===== src/rtl/jk_latch_monitor.sv =====
// jk_latch_monitor: brings the asynchronous Q/Qn rails of a gate-level JK latch
// into the clk domain. Each rail is synchronized, the rail pair is debounced
// by a stability counter, and a small FSM turns accepted codes into a clean
// state, one-cycle rise/fall pulses and a sticky fault on illegal codes.
// Optional feature macro: JK_MON_TOGGLE_CNT_EN builds the toggle counter;
// without it toggle_cnt is tied to zero.
module jk_latch_monitor #(
    parameter int SYNC_STAGES   = 2,
    parameter int STABLE_CYCLES = 4,
    parameter int CNT_W         = 16
) (
    input  logic             clk,
    input  logic             rst_n,
    input  logic             Q,
    input  logic             Qn,
    input  logic             clr_fault,
    output logic             q_clean,
    output logic             valid,
    output logic             rise,
    output logic             fall,
    output logic             fault,
    output logic [CNT_W-1:0] toggle_cnt
);

    localparam int STAB_W = $clog2(STABLE_CYCLES + 1);
    localparam logic [STAB_W-1:0] STAB_MAX = STAB_W'(STABLE_CYCLES);
    localparam logic [1:0] CODE_HIGH = 2'b10;
    localparam logic [1:0] CODE_LOW  = 2'b01;

    typedef enum logic [1:0] {
        ST_UNKNOWN = 2'd0,
        ST_LOW     = 2'd1,
        ST_HIGH    = 2'd2,
        ST_FAULT   = 2'd3
    } state_t;

    logic [SYNC_STAGES-1:0] q_sync;
    logic [SYNC_STAGES-1:0] qn_sync;
    logic [1:0]             code;
    logic [1:0]             prev_code;
    logic [STAB_W-1:0]      stab_cnt;
    logic [STAB_W-1:0]      stab_next;
    logic                   accept;
    logic                   clear_stab;
    state_t                 state;
    state_t                 state_next;
    logic                   q_next;
    logic                   rise_next;
    logic                   fall_next;

    // Per-rail synchronizer chains; the newest sample enters at bit 0.
    always_ff @(posedge clk) begin
        if (!rst_n) begin
            q_sync  <= '0;
            qn_sync <= '0;
        end else begin
            q_sync  <= {q_sync[SYNC_STAGES-2:0], Q};
            qn_sync <= {qn_sync[SYNC_STAGES-2:0], Qn};
        end
    end

    assign code = {q_sync[SYNC_STAGES-1], qn_sync[SYNC_STAGES-1]};

    // Stability count for this cycle's code; a code is accepted on the cycle
    // the count lands on (or stays at) STABLE_CYCLES.
    always_comb begin
        stab_next = stab_cnt;
        if (code != prev_code) begin
            stab_next = STAB_W'(1);
        end else if (stab_cnt != STAB_MAX) begin
            stab_next = stab_cnt + STAB_W'(1);
        end
    end

    assign accept     = (stab_next == STAB_MAX);
    assign clear_stab = (state == ST_FAULT) && clr_fault;

    // Previous-code and stability-count registers; a fault clear restarts the count from zero.
    always_ff @(posedge clk) begin
        if (!rst_n) begin
            prev_code <= 2'b00;
            stab_cnt  <= '0;
        end else begin
            prev_code <= code;
            stab_cnt  <= clear_stab ? '0 : stab_next;
        end
    end

    // Next-state and next-output decode for the latch-state FSM.
    always_comb begin
        state_next = state;
        q_next     = q_clean;
        rise_next  = 1'b0;
        fall_next  = 1'b0;
        case (state)
            ST_UNKNOWN: begin
                if (accept) begin
                    if (code == CODE_LOW) begin
                        state_next = ST_LOW;
                        q_next     = 1'b0;
                    end else if (code == CODE_HIGH) begin
                        state_next = ST_HIGH;
                        q_next     = 1'b1;
                    end else begin
                        state_next = ST_FAULT;
                    end
                end
            end
            ST_LOW: begin
                if (accept) begin
                    if (code == CODE_HIGH) begin
                        state_next = ST_HIGH;
                        q_next     = 1'b1;
                        rise_next  = 1'b1;
                    end else if (code != CODE_LOW) begin
                        state_next = ST_FAULT;
                    end
                end
            end
            ST_HIGH: begin
                if (accept) begin
                    if (code == CODE_LOW) begin
                        state_next = ST_LOW;
                        q_next     = 1'b0;
                        fall_next  = 1'b1;
                    end else if (code != CODE_HIGH) begin
                        state_next = ST_FAULT;
                    end
                end
            end
            ST_FAULT: begin
                if (clr_fault) begin
                    state_next = ST_UNKNOWN;
                end
            end
            default: state_next = ST_UNKNOWN;
        endcase
    end

    // State and registered outputs.
    always_ff @(posedge clk) begin
        if (!rst_n) begin
            state   <= ST_UNKNOWN;
            q_clean <= 1'b0;
            valid   <= 1'b0;
            rise    <= 1'b0;
            fall    <= 1'b0;
            fault   <= 1'b0;
        end else begin
            state   <= state_next;
            q_clean <= q_next;
            valid   <= (state_next == ST_LOW) || (state_next == ST_HIGH);
            rise    <= rise_next;
            fall    <= fall_next;
            fault   <= (state_next == ST_FAULT);
        end
    end

`ifdef JK_MON_TOGGLE_CNT_EN
    // Count accepted edges; wraps naturally and only reset clears it.
    always_ff @(posedge clk) begin
        if (!rst_n) begin
            toggle_cnt <= '0;
        end else if (rise_next || fall_next) begin
            toggle_cnt <= toggle_cnt + CNT_W'(1);
        end
    end
`else
    assign toggle_cnt = '0;
`endif

endmodule

===== config.mk =====
export PLATFORM = sky130hd
export DESIGN_NAME = jk_latch_monitor
export DESIGN_NICKNAME = d
export VERILOG_FILES = /design/src/rtl/jk_latch_monitor.sv
export SDC_FILE = /design/constraint.sdc
export NUM_CORES = 1
export LEC_CHECK = 0
export CORE_MARGIN = 3
export CORE_UTILIZATION = 35
export CTS_CLUSTER_DIAMETER = 150
export CTS_CLUSTER_SIZE = 24
export DETAILED_ROUTE_END_ITERATION = 8
export PLACE_DENSITY = 0.57
export SLEW_MARGIN = 20
export SYNTH_ARGS = -nofsm -noshare
export SYNTH_HDL_FRONTEND = slang
export SYNTH_SLANG_ARGS = --single-unit

===== constraint.sdc =====
create_clock -name clk -period 3 [get_ports clk]
set_input_delay 0.3 -clock clk [delete_from_list [all_inputs] [get_ports clk]]
set_output_delay 0.3 -clock clk [all_outputs]
set_load 0.02 [all_outputs]

==> qor.csv, run 1 <==
metric;value;unit
hp-class;flop to flop;
min_period;2270;ps
cts_buffer_depth;2;
core.rowCount;18;
final_layout_size_suffix_gt1_frac;0.0855;
antenna_found_initial;0;
peakVddDrop;0.321;mV
vias_per_cell;4.48;
timing.rr.start;stab_cnt[0];
layout.cells.non_filler;147;
min_from;qn_sync[0];
fillers;259;
cp_max_fo;6;
drv_slew;0;
cpMostUsedCell;ha_1;
multi_input_comb_area;562;um2
routabilityCongestion;0.757;
synth_top_area_cell;dfxtp_1;
worstSetupStartpointType;flop;
switchingPower;109;uW
core;2570;um2
end_kind;flop;
htreeDepth;1;
fin_util;0.418;
synth.cell_area;987;um2
io_buffers;9;
wl;1490;um
die_area;3490;um2
synth_cell_types;33;
p_total;425;uW
ios;26;
outcome;complete, no violations;
startpoint;stab_cnt[0];
grt_max_degree;12;
synth_top_area_frac;0.324;
fmax;0.441;GHz
syn_inst;107;
overflow;0;
synth-seq-cells;16;
synth_edf_count;0;
ys_seq_area_frac;0.324;
dp_hpwl;1210;um
dr.pass1.iters;4;
p_seq_frac;0.530;
skew;3.07;ps
die_h;59.1;um
die_w;59.1;um
critPathSlowestCell;dfxtp_1;
area_growth;8.62;%
synth_top_flop_cell;dfxtp_1;
max_cap_viol_count;0;
pwr-share-comb;0.146;
p_sw_frac;0.257;
finalHoldViolCount;0;
cts_tree;built;
fin_crit_sh;0.756;
crit_type;flop to flop;
ant_nets;0;
path_clk_slew;90;ps
hold_buffers;0;
antenna_cells;0;
power_density;396;nW/um2
setup_tns;0;ps
final_area;1070;um2
power.share.clock;0.324;
crit_arrival;2450;ps
regArea;320;um2
place_area;1040;um2
cts_buffers;3;
postCtsSetupRepairBufs;0;
nets;132;
cts_sinks;16;
syn_avg_cell_area;9.23;um2
max_stage_delay;370;ps
dr_total_vias;659;
rsz0062_at_grt;false;
clock_latency;280;ps
synth_common_cells;buf_4 (16), dfxtp_1 (16), ha_1 (9);
ys_warn_count;0;
crit_chain;inv_1, ha_1, a21boi_1, o211ai_2, o31a_1, a221oi_1, a21oi_1, ha_1, and2_1;
start_util;0.385;
cts_resized;0;
crit_required;3180;ps
grt_pass1_vias;584;
cts_root_buf;clkbuf_4;
drc;0;
leakagePower;0.426;nW
finalSetupViolCount;0;
routedWlPerCell;10.2;um
drt_iter0_drc;7;
p_int;316;uW
dp.cells;143;
synth_area_leaders;dfxtp_1 (32%), buf_4 (12%), ha_1 (11%);
grt_pass1_wl;2520;um
grtUsageTotal;0.0951;
synthArstFlopShare;0;
-- metrics by stage --
step	worst slack (ps)	hold slack, ps
5_1_grt	554	468
2_1_floorplan	876	412
6_report	732	437
3_5_place_dp	734	420
3_3_place_gp	787	414
4_1_cts	728	443
-- worst paths after layout --
check        slack [ps]    endpoint  depth (start not counted)
min reg2reg         440  qn_sync[1]                          1
max                 730       valid                          9
max reg2reg         730       valid                          9
min                 440  qn_sync[1]                          1
-- critical path, delay by kind of cell, from the launching register on --
kind / cells / cell delay, ps
adders and majority gates: 2 / 480
and+or+nand+nor: 1 / 150
AOI/OAI and AO/OA: 5 / 1110
DFF: 1 / 370
buffers and inverters: 1 / 60
-- registers in the layout, summed over array words and instances, names as in the netlist --
name and flops:
qn_sync 2, stab_cnt 3, rise 1, state 2, q_clean 1, prev_code 2
fall 1, fault 1, q_sync 2, valid 1
-- per-layer routing --
metal  vias up  global-route usage  part of all wire
met5         -                   0                 0
met4         0              0.0291            0.0067
met3         2              0.0436             0.066
met2        21               0.144              0.47
met1       288               0.121              0.45
li1        348                   -                 -
-- layout make-up --
cell class / count / area share
Clock buffer: 4 / 0.0338
Inverter: 7 / 0.0245
Multi-Input combinational cell: 81 / 0.524
Sequential cell: 16 / 0.299
Tap cell: 30 / 0.0350
Timing Repair Buffer: 9 / 0.0840
-- cells in the final DEF (no fill, tap or decap), types with 2 or more instances in the layout --
cell type         n
conb_1           16
xnor2_2           2
inv_1             7
nor2_1            5
nor3_1            4
nor2b_1           3
dfxtp_1          16
nand2b_1          2
clkdlybuf4s50_1   9
nand2_1           5
ha_1              9
o31a_1            2
o21ai_0           5
clkbuf_4          3
and2_1            8
a211oi_1          2
a21oi_1           3
-- kinds of logic (layout without fill, tap and decap cells) --
| group | after synthesis | after routing | share of synthesized area |
|---|---|---|---|
| buffers and inverters | 25 | 20 | 0.164 |
| DFF | 16 | 16 | 0.324 |
| adders and majority gates | 9 | 9 | 0.114 |
| other | 1 | 16 | 0.00380 |
| muxes | 1 | 1 | 0.0114 |
| xor gates and xnor gates | 2 | 2 | 0.0330 |
| AOI/OAI and AO/OA | 20 | 20 | 0.166 |
| and+or+nand+nor | 33 | 33 | 0.184 |
-- power groups by stage --
stage / Sequential [mW] / Combinational, mW / Clock [mW]
2_1_floorplan: 0.230 / 0.0665 / 0
3_3_place_gp: 0.230 / 0.0618 / 0
3_5_place_dp: 0.230 / 0.0621 / 0
4_1_cts: 0.225 / 0.0625 / 0.145
5_1_grt: 0.226 / 0.0696 / 0.156
6_report: 0.225 / 0.0621 / 0.138
(Power assumes the default switching activity.)
==> run 2: changes to the inputs <==
Clock period 3 ns to 2.3 ns, I/O delays scaled along.
==> run 2 against run 1 <==
Effect of this change: combinational power up 36%; setup slack worse by 610 ps; cell count up 1.4%; routed wire length up 13%; sequential share of layout area down 0.50 points; clock-buffer cell count unchanged; register-to-register slack worse by 610 ps; non-clock buffer count up 2; final area up 2.1%; sequential power up 31%; critical path type unchanged; clock skew up 0.54 ps; clock power up 38%.
==> qor.csv, run 2 (synthesis results as in run 1) <==
metric;value;unit;change
nets;134;;was 132
crit_required;2490;ps;was 3180 ps
die_w;59.1;um;unchanged
final_common_cell;conb_1;;
antenna_found_initial;0;;unchanged
startpoint;stab_cnt[0];;unchanged
postCtsSetupRepairBufs;0;;unchanged
cts_sinks;16;;unchanged
end_kind;flop;;unchanged
ant_nets;0;;unchanged
p_int;413;uW;was 316 uW
path_delay_family;compound AO/OA/AOI/OAI gates;;unchanged
grt_max_degree;12;;unchanged
power.share.clock;0.334;;was 0.324
critPathCapture;valid;;unchanged
reg2reg_slack;130;ps;was 730 ps
wl;1690;um;was 1490 um
core.rowCount;18;;unchanged
cts_tree;built;;unchanged
fmax;0.460;GHz;was 0.441 GHz
antenna_cells;0;;unchanged
routedWlPerCell;11.3;um;was 10.2 um
whs;441;ps;was 437 ps
cpMostUsedCell;ha_1;;unchanged
vias_per_cell;4.56;;was 4.48
io_buffers;9;;unchanged
ios;26;;unchanged
layout_common_cells;conb_1 (16), dfxtp_1 (15), ha_1 (9), clkdlybuf4s50_1 (9), and2_1 (8);;was conb_1 (16), dfxtp_1 (16), ha_1 (9), clkdlybuf4s50_1 (9), and2_1 (8)
p_sw_frac;0.274;;was 0.257
area_growth;10.9;%;was 8.62%
path_clk_slew;100;ps;was 90 ps
cts_root_buf;clkbuf_4;;unchanged
dr_total_vias;679;;was 659
rr_worst_depth;9;;unchanged
clock_latency;290;ps;was 280 ps
switchingPower;156;uW;was 109 uW
cp_max_fo;6;;unchanged
core;2570;um2;unchanged
htreeDepth;1;;unchanged
critPathBufInv;1;;unchanged
peakVddDrop;0.308;mV;was 0.321 mV
dp_hpwl;1250;um;was 1210 um
grt_pass1_vias;656;;was 584
finalHoldViolCount;0;;unchanged
rsz0062_at_grt;false;;unchanged
critPathSlowestCell;dfxtp_2;;was dfxtp_1
die_area;3490;um2;unchanged
top_register;stab_cnt;;unchanged
grtUsageTotal;0.105;;was 0.0951
power_density;520;nW/um2;was 396 nW/um2
skew;3.61;ps;was 3.07 ps
finalSetupViolCount;0;;unchanged
min_from;q_sync[0];;was qn_sync[0]
max_stage_delay;370;ps;about the same
crit_chain;inv_1, ha_1, a21boi_1, o211ai_2, o31a_1, a221oi_2, a21oi_1, ha_1, and2_1;;was inv_1, ha_1, a21boi_1, o211ai_2, o31a_1, a221oi_1, a21oi_1, ha_1, and2_1
cts_buffers;3;;unchanged
p_total;569;uW;was 425 uW
cts_buffer_depth;2;;unchanged
drc;0;;unchanged
layout.cells.non_filler;149;;was 147
grt_pass1_wl;2790;um;was 2520 um
hp-class;flop to flop;;unchanged
start_util;0.385;;unchanged
outcome;complete, no violations;;unchanged
largest_register_ffs;3;;unchanged
p_seq_frac;0.517;;was 0.530
min_period;2170;ps;was 2270 ps
drt_iter0_drc;21;;was 7
fin_crit_sh;0.946;;was 0.756
cts_resized;0;;unchanged
worstSetupStartpointType;flop;;unchanged
path_depth;9;;unchanged
timing.rr.start;stab_cnt[0];;unchanged
drv_slew;0;;unchanged
leakagePower;0.440;nW;was 0.426 nW
die_h;59.1;um;unchanged
dp.cells;145;;was 143
crit_arrival;2370;ps;was 2450 ps
max_cap_viol_count;0;;unchanged
pwr-share-comb;0.149;;was 0.146
overflow;0;;unchanged
r2r_end;valid;;unchanged
final_layout_size_suffix_gt1_frac;0.118;;was 0.0855
hold_buffers;0;;unchanged
dr.pass1.iters;4;;unchanged
crit_type;flop to flop;;unchanged
routabilityCongestion;0.806;;was 0.757
setup_tns;0;ps;unchanged
run 2: cell count changes in the layout (fill, tap and decap cells not counted):
cell / before / now
a221oi_2: 0 / 1
a221oi_1: 1 / 0
o21ai_0: 5 / 3
o21ai_1: 0 / 2
buf_4: 0 / 2
dfxtp_1: 16 / 15
dfxtp_2: 0 / 1
run 2: power by group through the flow:
stage                     registers [mW]  logic [mW]  clock network (mW)
final                              0.294      0.0847               0.190
after global routing               0.296      0.0938               0.209
after CTS                          0.294      0.0835               0.196
after detailed placement           0.300      0.0830                   0
after global placement             0.300      0.0815                   0
after floorplan                    0.299      0.0867                   0
run 2: area by class of cell:
class / count / area [um2]
clock buffer: 4 / 36.3
fill: 266 / 1470
inverter: 7 / 26.3
multi-input combinational: 81 / 568
sequential: 16 / 322
tap: 30 / 37.5
timing repair buffer: 11 / 105
run 2: routing by layer:
layer,global-route usage,wire length [um],vias up
met4,0.0291,12,0
li1,-,-,349
met3,0.0392,116,2
met2,0.164,791,24
met1,0.134,768,304
met5,0,0,-
run 2: through the flow:
step                 util  setup WS (ps)  area [um2]
floorplan               -            176        1040
global placement    0.409            140        1050
detailed placement  0.409           82.7        1050
CTS                 0.423           48.4        1090
global route        0.426           16.6        1090
finish              0.426            125        1090
run 2: worst min-delay path by stage:
stage | slack, ps | endpoint | cells past startpoint
finish | 440 | q_sync[1] | 1
global route | 470 | qn_sync[1] | 1
CTS | 440 | qn_sync[1] | 1
detailed placement | 420 | qn_sync[1] | 1
global placement | 410 | qn_sync[1] | 1
floorplan | 360 | q_sync[0] | 1
